`config.mk`:
```
export PLATFORM = sky130hd
export DESIGN_NAME = rd_addr_gen_ctrl
export DESIGN_NICKNAME = d
export VERILOG_FILES = /design/src/rtl/rd_addr_gen_ctrl.sv
export SDC_FILE = /design/constraint.sdc
export NUM_CORES = 1
export LEC_CHECK = 0
export ABC_AREA = 1
export CORE_AREA = 10 10 47 49
export CTS_BUF_LIST = sky130_fd_sc_hd__clkbuf_16
export CTS_CLUSTER_SIZE = 20
export DETAILED_ROUTE_END_ITERATION = 8
export DIE_AREA = 0 0 57 59
export MAX_ROUTING_LAYER = met4
export PLACE_DENSITY = 0.74
export SLEW_MARGIN = 20
export SYNTH_ARGS = -nofsm -noshare
export SYNTH_HDL_FRONTEND = slang
export SYNTH_SLANG_ARGS = --single-unit
```
`constraint.sdc`:
```
create_clock -name clk -period 4.6 [get_ports clk]
set_input_delay 0.69 -clock clk [delete_from_list [all_inputs] [get_ports clk]]
set_output_delay 0.69 -clock clk [all_outputs]
set_load 0.005 [all_outputs]
```
`src/rtl/rd_addr_gen_ctrl.sv`:
```
// Read-side address generator for a synchronous-RAM FIFO: owns the read pointer,
// derives occupancy/empty flags from the write pointer, and flags reads on empty.
module rd_addr_gen_ctrl #(
  parameter int FIFO_PTR_WIDE = 3,
  parameter int AE_LEVEL      = 1
) (
  input  logic                     clk,
  input  logic                     rst_n,
  input  logic                     rd_en,
  input  logic [FIFO_PTR_WIDE:0]   wr_ptr,
  input  logic                     err_clr,
  output logic [FIFO_PTR_WIDE-1:0] rd_addr,
  output logic [FIFO_PTR_WIDE:0]   rd_ptr,
  output logic                     rd_valid,
  output logic                     empty,
  output logic                     almost_empty,
  output logic [FIFO_PTR_WIDE:0]   level,
  output logic                     underflow
);

  localparam int PW = FIFO_PTR_WIDE + 1;
  localparam logic [PW-1:0] AE_LVL = PW'(AE_LEVEL);

  logic [PW-1:0] rd_ptr_q, rd_ptr_d;
  logic          rd_valid_q, rd_valid_d;
  logic          underflow_q, underflow_d;
  logic [PW-1:0] level_w;
  logic          empty_w;
  logic          rd_accept;

  // Empty is judged on the current write pointer only, so a write landing on the
  // same edge cannot rescue a read issued while empty.
  always_comb begin
    level_w     = wr_ptr - rd_ptr_q;
    empty_w     = (level_w == '0);
    rd_accept   = rd_en & ~empty_w;
    rd_ptr_d    = rd_ptr_q;
    rd_valid_d  = rd_accept;
    underflow_d = underflow_q & ~err_clr;
    if (rd_accept) begin
      rd_ptr_d = rd_ptr_q + PW'(1);
    end
    if (rd_en && empty_w) begin
      underflow_d = 1'b1;
    end
  end

  always_ff @(posedge clk or negedge rst_n) begin
    if (!rst_n) begin
      rd_ptr_q    <= '0;
      rd_valid_q  <= 1'b0;
      underflow_q <= 1'b0;
    end else begin
      rd_ptr_q    <= rd_ptr_d;
      rd_valid_q  <= rd_valid_d;
      underflow_q <= underflow_d;
    end
  end

  assign rd_ptr       = rd_ptr_q;
  assign rd_addr      = rd_ptr_q[FIFO_PTR_WIDE-1:0];
  assign rd_valid     = rd_valid_q;
  assign underflow    = underflow_q;
  assign level        = level_w;
  assign empty        = empty_w;
  assign almost_empty = (level_w <= AE_LVL);

endmodule

```
==> summary.txt, run 1 <==
Routing
  – Vias: 434
  – Avg WL per Cell: 12.0 µm
  – # DRC: 0
  – WL met1: 462 µm
  – DRT iter0 DRCs: 2
  – DR top layer: met3
  – First-pass DRT Iterations: 3
  – Vias/cell: 4.47
  – Routed met3 length: 108 µm
  – Routed wl met2: 593 µm
  – Total Wirelength: 1170 µm
  – Final antenna-violating net count: 0

Synth
  – Mapped cell area: 464 µm²
  – Synthesized net count: 72
  – Largest family of logic cells by synthesized area: simple AND/OR/NAND/NOR gates
  – Syn. warnings: 0
  – Mux contribution to synthesized area: 0%
  – Adder-Cell Fraction of Synth Area: 15.1%
  – Yosys reg bits: 6
  – Synthesized-area fraction occupied by and/or/nand/nor cells: 27.5%
  – Synth Area in XOR/XNOR: 5.66%
  – Seq/Total Area, Yosys: 32.3%
  – Netlist cell types: 17
  – Mapped Avg Cell Area: 7.87 µm²
  – Cells after synthesis: 59
  – Compound-Gate Fraction of Synth Area: 2.43%

Final layout
  – P&R area growth vs syn: 63.1%
  – Fillers: 141
  – Share of cells above drive strength 1: 8.64%
  – Layout Nets: 96
  – Footprint of the multi-input gates: 235 µm²
  – Utilization after layout: 54.0%
  – Register area: 150 µm²
  – # diodes: 0

Power
  – Clock power frac: 24.8%
  – Internal power: 366 µW
  – P per Cell Area: 737 nW/µm²
  – Sw Share: 34.5%
  – Switching Power: 193 µW
  – Logic pwr share: 56.6%
  – Leak: 0.000383 µW
  – Sequential share of power: 18.7%
  – Worst vdd ir: 346 µV

GRT
  – Largest net degree at the start of global routing: 8
  – Initial antenna violation count: 0
  – First-pass GRT wire length: 2010 µm
  – GRT Residual Overflow: 0
  – Number of global-route vias before repair: 477
  – GRT Util Overall: 7.52%

STA
  – Slew Limit Fails: 0
  – Relative slew slack: 79.8%
  – RSZ-0062 raised after global routing: no
  – Final Cycle Share: 76.4%
  – Max Fclk: 285 MHz
  – Min Tclk post-route: 3.51 ns
  – Worst Clk Skew: 0.00300 ns
  – Worst-Margin Slew: 0.301 ns
  – Setup TNS: 0 ns
  – Hold Vio Cnt, Final: 0
  – Setup-failing EPs final: 0

Outcome
  – Status: complete, no violations

Clocking
  – Clock Latency Late Sink: 0.23 ns
  – Clock sink count: 6
  – Setup Fix Bufs, Post-CTS: 0
  – Reg clk slew, reported paths: 0.03 ns
  – Max Root-Sink Buffers: 2
  – CTS Buf Count: 3
  – CTS tree: built
  – Gates resized, CTS repair: 0
  – Root Buffer: clkbuf_16
  – # hold bufs at CTS: 0
  – CTS H-tree depth: 1

Setup path
  – Slowest stage delay, CP: 0.49 ns
  – CP most frequent cell: inv_1
  – Crit start category: primary input
  – R2R Setup Slk: 2.75 ns
  – Worst r2r src: rd_ptr[0]$_DFFE_PN0P_
  – CP endpoint kind: primary output
  – Crit-path leading delay family: buffers and inverters
  – WS Path Type: in -> out
  – Crit path from: wr_ptr[0]
  – CP arrival: 2.82 ns
  – Req. time, crit path: 3.91 ns
  – Crit-path slowest cell: clkdlybuf4s50_1
  – Critical path buffers and inverters: 5
  – Critical path peak fanout: 7
  – CP Cell Sequence: clkdlybuf4s50_1 > inv_1 > ha_1 > inv_1 > fa_1 > nor2_1 > nand3_4 > inv_1 > clkdlybuf4s50_1

Placed design
  – Placer Congestion: 0.676
  – Post-DP HPWL: 943 µm
  – Port Buffers: 22

Floorplanning
  – Initial Utilization: 33.1%
  – Die area: 3360 µm²
  – CORE AREA: 1400 µm²
  – Num rows: 14
  – Boundary pin count: 23
  – Die height: 59 µm
  – Die X: 57 µm

Worst hold path
  – HP Class: reg -> reg
  – Hold wc startpoint: underflow$_DFF_PN0_

Flow run
  – Max cap viols: 0
==> flip-flops by register name (all words and copies together), names as in the netlist <==
name and count:
rd_ptr 4, underflow 1, rd_valid 1
==> stage by stage <==
step / std cells / hold WS [ns] / instance area, µm² / setup slack (ns) / total power (µW)
5_1_grt: 97 / 0.572 / 757 / 0.876 / 612
6_report: 97 / 0.544 / 757 / 1.09 / 558
4_1_cts: 97 / 0.548 / 757 / 1.07 / 570
3_5_place_dp: 94 / 0.515 / 682 / 1.07 / 427
3_3_place_gp: 94 / 0.507 / 682 / 1.08 / 419
2_1_floorplan: 59 / 0.394 / 464 / 2.05 / 270
==> cells in the final DEF (no fill, tap or decap), drive strengths merged <==
cell	n
dfrtp	6
a21oi	1
clkdlybuf4s50	22
inv	15
xor2	2
fa	1
ha	4
xnor2	1
nand2	15
clkbuf	3
nor3	1
nand3	8
o22ai	1
nor2	1
==> logic make-up (layout without fill, tap and decap cells) <==
group | count (synthesis) | after routing
simple gates | 25 | 25
buf+inv | 18 | 40
flops | 6 | 6
fa+ha+maj | 5 | 5
xor+xnor | 3 | 3
compound gates | 2 | 2
==> metal layers <==
metal	up-vias	GRT usage, %
met5	-	-
met4	0	3.02
met3	0	3.65
met2	15	12.4
met1	198	7.52
li1	221	-
==> cell usage after synthesis <==
cell	n	area, µm²
a21oi_1	1	5.00
buf_4	3	22.5
dfrtp_1	6	150
fa_1	1	20.0
ha_1	4	50.1
inv_1	14	52.6
inv_2	1	3.75
nand2_1	13	48.8
nand2_2	1	6.26
nand2_4	1	11.3
nand3_1	7	35.0
nand3_4	1	17.5
nor2_1	1	3.75
nor3_1	1	5.00
o22ai_1	1	6.26
xnor2_1	1	8.76
xor2_1	2	17.5
==> worst register-to-register path: cells and delay by family (launching register included) <==
kind / cells / cell delay (ns)
fa+ha+maj: 2 / 0.66
simple gates: 5 / 0.59
buf+inv: 1 / 0.09
flops: 1 / 0.45
==> layout make-up <==
type / count / share of cell area (%)
Multi-Input combinational cell: 35 / 31.1
Inverter: 15 / 7.44
Clock buffer: 3 / 9.92
Timing Repair Buffer: 22 / 29.1
Tap cell: 16 / 2.64
Sequential cell: 6 / 19.8
==> power groups by stage <==
| stage | Combinational [µW] | Sequential [µW] | Clock, µW |
|---|---|---|---|
| floorplan | 169 | 101 | 0 |
| global placement | 315 | 103 | 0 |
| detailed placement | 323 | 104 | 0 |
| CTS | 326 | 105 | 140 |
| global route | 360 | 109 | 142 |
| finish | 316 | 104 | 138 |
==> worst paths after layout <==
| check | cells after the start | endpoint |
|---|---|---|
| worst min-delay path | 2 | underflow$_DFF_PN0_ |
| max in group asynchronous | 1 | rd_ptr[3]$_DFFE_PN0P_ |
| worst min register to register | 2 | underflow$_DFF_PN0_ |
| min in group asynchronous | 1 | rd_ptr[0]$_DFFE_PN0P_ |
| worst max-delay path | 9 | empty |
| worst max register to register | 8 | rd_ptr[3]$_DFFE_PN0P_ |
(Power assumes the default switching activity.)
==> inputs of run 2 (changes only) <==
==> constraint.sdc (replaced) <==
create_clock -name clk -period 3.4 [get_ports clk]
set_input_delay 0.51 -clock clk [delete_from_list [all_inputs] [get_ports clk]]
set_output_delay 0.51 -clock clk [all_outputs]
set_load 0.005 [all_outputs]
==> summary.txt, run 2 (synthesis results as in run 1) <==
STA
  – Worst-Margin Slew: 0.318 ns
  – Setup TNS: 0 ns
  – Slew Limit Fails: 0
  – Worst Clk Skew: 0.000628 ns
  – Relative slew slack: 78.6%
  – Setup-failing EPs final: 0
  – Hold Vio Cnt, Final: 0
  – Worst setup margin: 0.266 ns
  – Min Tclk post-route: 3.13 ns
  – Final Cycle Share: 92.2%
  – Max Fclk: 319 MHz
  – RSZ-0062 raised after global routing: no

Setup path
  – R2R Setup Slk: 1.57 ns
  – Crit path from: wr_ptr[0]
  – Req. time, crit path: 2.89 ns
  – WS Path Type: in -> out
  – CP endpoint kind: primary output
  – CP arrival: 2.62 ns
  – Crit start category: primary input
  – Critical path peak fanout: 7
  – Worst r2r dst: rd_ptr[2]$_DFFE_PN0P_
  – Worst r2r src: rd_ptr[0]$_DFFE_PN0P_
  – Worst reg2reg path depth: 8

GRT
  – GR met3 Demand/Resource: 4.08%
  – Initial antenna violation count: 0
  – Largest net degree at the start of global routing: 8
  – Grt peak-use layer: met2
  – GRT Util Overall: 7.64%
  – Met1 Track Usage GR: 7.84%
  – First-pass GRT wire length: 1970 µm
  – GR Layer Usage met2: 11.2%
  – Number of global-route vias before repair: 469
  – GRT Residual Overflow: 0

Final layout
  – Commonest non-fill, non-tap cell in the layout: clkdlybuf4s50_1
  – Most frequent cells in the layout: clkdlybuf4s50_1, inv_1, nand2_1
  – Fillers: 144
  – P&R area growth vs syn: 63.1%
  – Number of flip-flops in the largest register: 4
  – # diodes: 0
  – Layout Nets: 96
  – Share of cells above drive strength 1: 8.64%

Clocking
  – Clock Latency Late Sink: 0.23 ns
  – Reg clk slew, reported paths: 0.03 ns
  – CTS tree: built
  – Gates resized, CTS repair: 0
  – CTS H-tree depth: 1
  – Clock sink count: 6
  – Root Buffer: clkbuf_16
  – Setup Fix Bufs, Post-CTS: 0
  – # hold bufs at CTS: 0
  – CTS Buf Count: 3
  – Max Root-Sink Buffers: 2

Placed design
  – Post-DP HPWL: 923 µm
  – Placer Congestion: 0.805
  – Port Buffers: 22
  – Place WS: 0.248 ns

Worst hold path
  – Hold depth: 2
  – Hold wc startpoint: rd_ptr[3]$_DFFE_PN0P_
  – Hold endpoint: rd_ptr[3]$_DFFE_PN0P_
  – HP Class: reg -> reg

Floorplanning
  – Die area: 3360 µm²
  – Boundary pin count: 23
  – Num rows: 14
  – Initial Utilization: 33.1%
  – CORE AREA: 1400 µm²
  – Die X: 57 µm
  – Die height: 59 µm

Power
  – Switching Power: 261 µW
  – Worst vdd ir: 563 µV
  – Clock power frac: 24.9%
  – Sequential share of power: 18.6%
  – Sw Share: 34.6%
  – P per Cell Area: 998 nW/µm²
  – Internal power: 494 µW
  – Leak: 0.000383 µW
  – Logic pwr share: 56.5%

Routing
  – DRT iter0 DRCs: 6
  – Vias/cell: 4.67
  – Total Wirelength: 1120 µm
  – First-pass DRT Iterations: 3
  – Vias: 453
  – Final antenna-violating net count: 0
  – Avg WL per Cell: 11.6 µm
  – # DRC: 0

Flow run
  – Max cap viols: 0

Outcome
  – Status: complete, no violations
[run 2: final cells by class]
class / instances / area, µm² / share of cell area [%]
Multi-Input combinational cell: 35 / 235 / 31.1
Timing Repair Buffer: 22 / 220 / 29.1
Sequential cell: 6 / 150 / 19.8
Clock buffer: 3 / 75.1 / 9.92
Inverter: 15 / 56.3 / 7.44
Tap cell: 16 / 20.0 / 2.64
[run 2: worst max-delay path by stage]
stage                         to  slack (ns)  depth (start not counted)
finish                     empty        0.27                          9
global route               empty        0.11                          9
CTS                        empty        0.25                          9
detailed placement         empty        0.25                          9
global placement           empty        0.26                          9
floorplan           almost_empty        1.21                          7
[run 2: per-stage QoR]
step	util, %	hold WS [ns]	total power [µW]	instances	instance area [µm²]
after floorplan	-	0.214	365	59	464
after global routing	54.0	0.546	829	97	757
after detailed placement	48.7	0.525	578	94	682
after CTS	54.0	0.533	773	97	757
after global placement	48.7	0.506	567	94	682
final	54.0	0.525	755	97	757
[run 2: critical path, stage by stage]
cell,delay (ns)
clkdlybuf4s50_1,0.45
inv_1,0.04
ha_1,0.18
inv_1,0.08
fa_1,0.45
nor2_1,0.21
nand3_4,0.15
inv_1,0.08
clkdlybuf4s50_1,0.49
[run 2: power groups by stage]
stage | Combinational (µW) | Clock (µW) | Sequential, µW
after floorplan | 228 | 0 | 137
after global placement | 428 | 0 | 140
after detailed placement | 437 | 0 | 141
after CTS | 439 | 193 | 141
after global routing | 484 | 197 | 147
final | 427 | 188 | 141
[run 2: routing by layer]
layer / wire length [µm] / part of all wire (%) / up-vias
met5: 0 / 0 / -
met4: 29 / 2.6 / 0
met3: 108 / 9.6 / 5
met2: 514 / 46 / 18
met1: 469 / 42 / 207
li1: - / - / 223
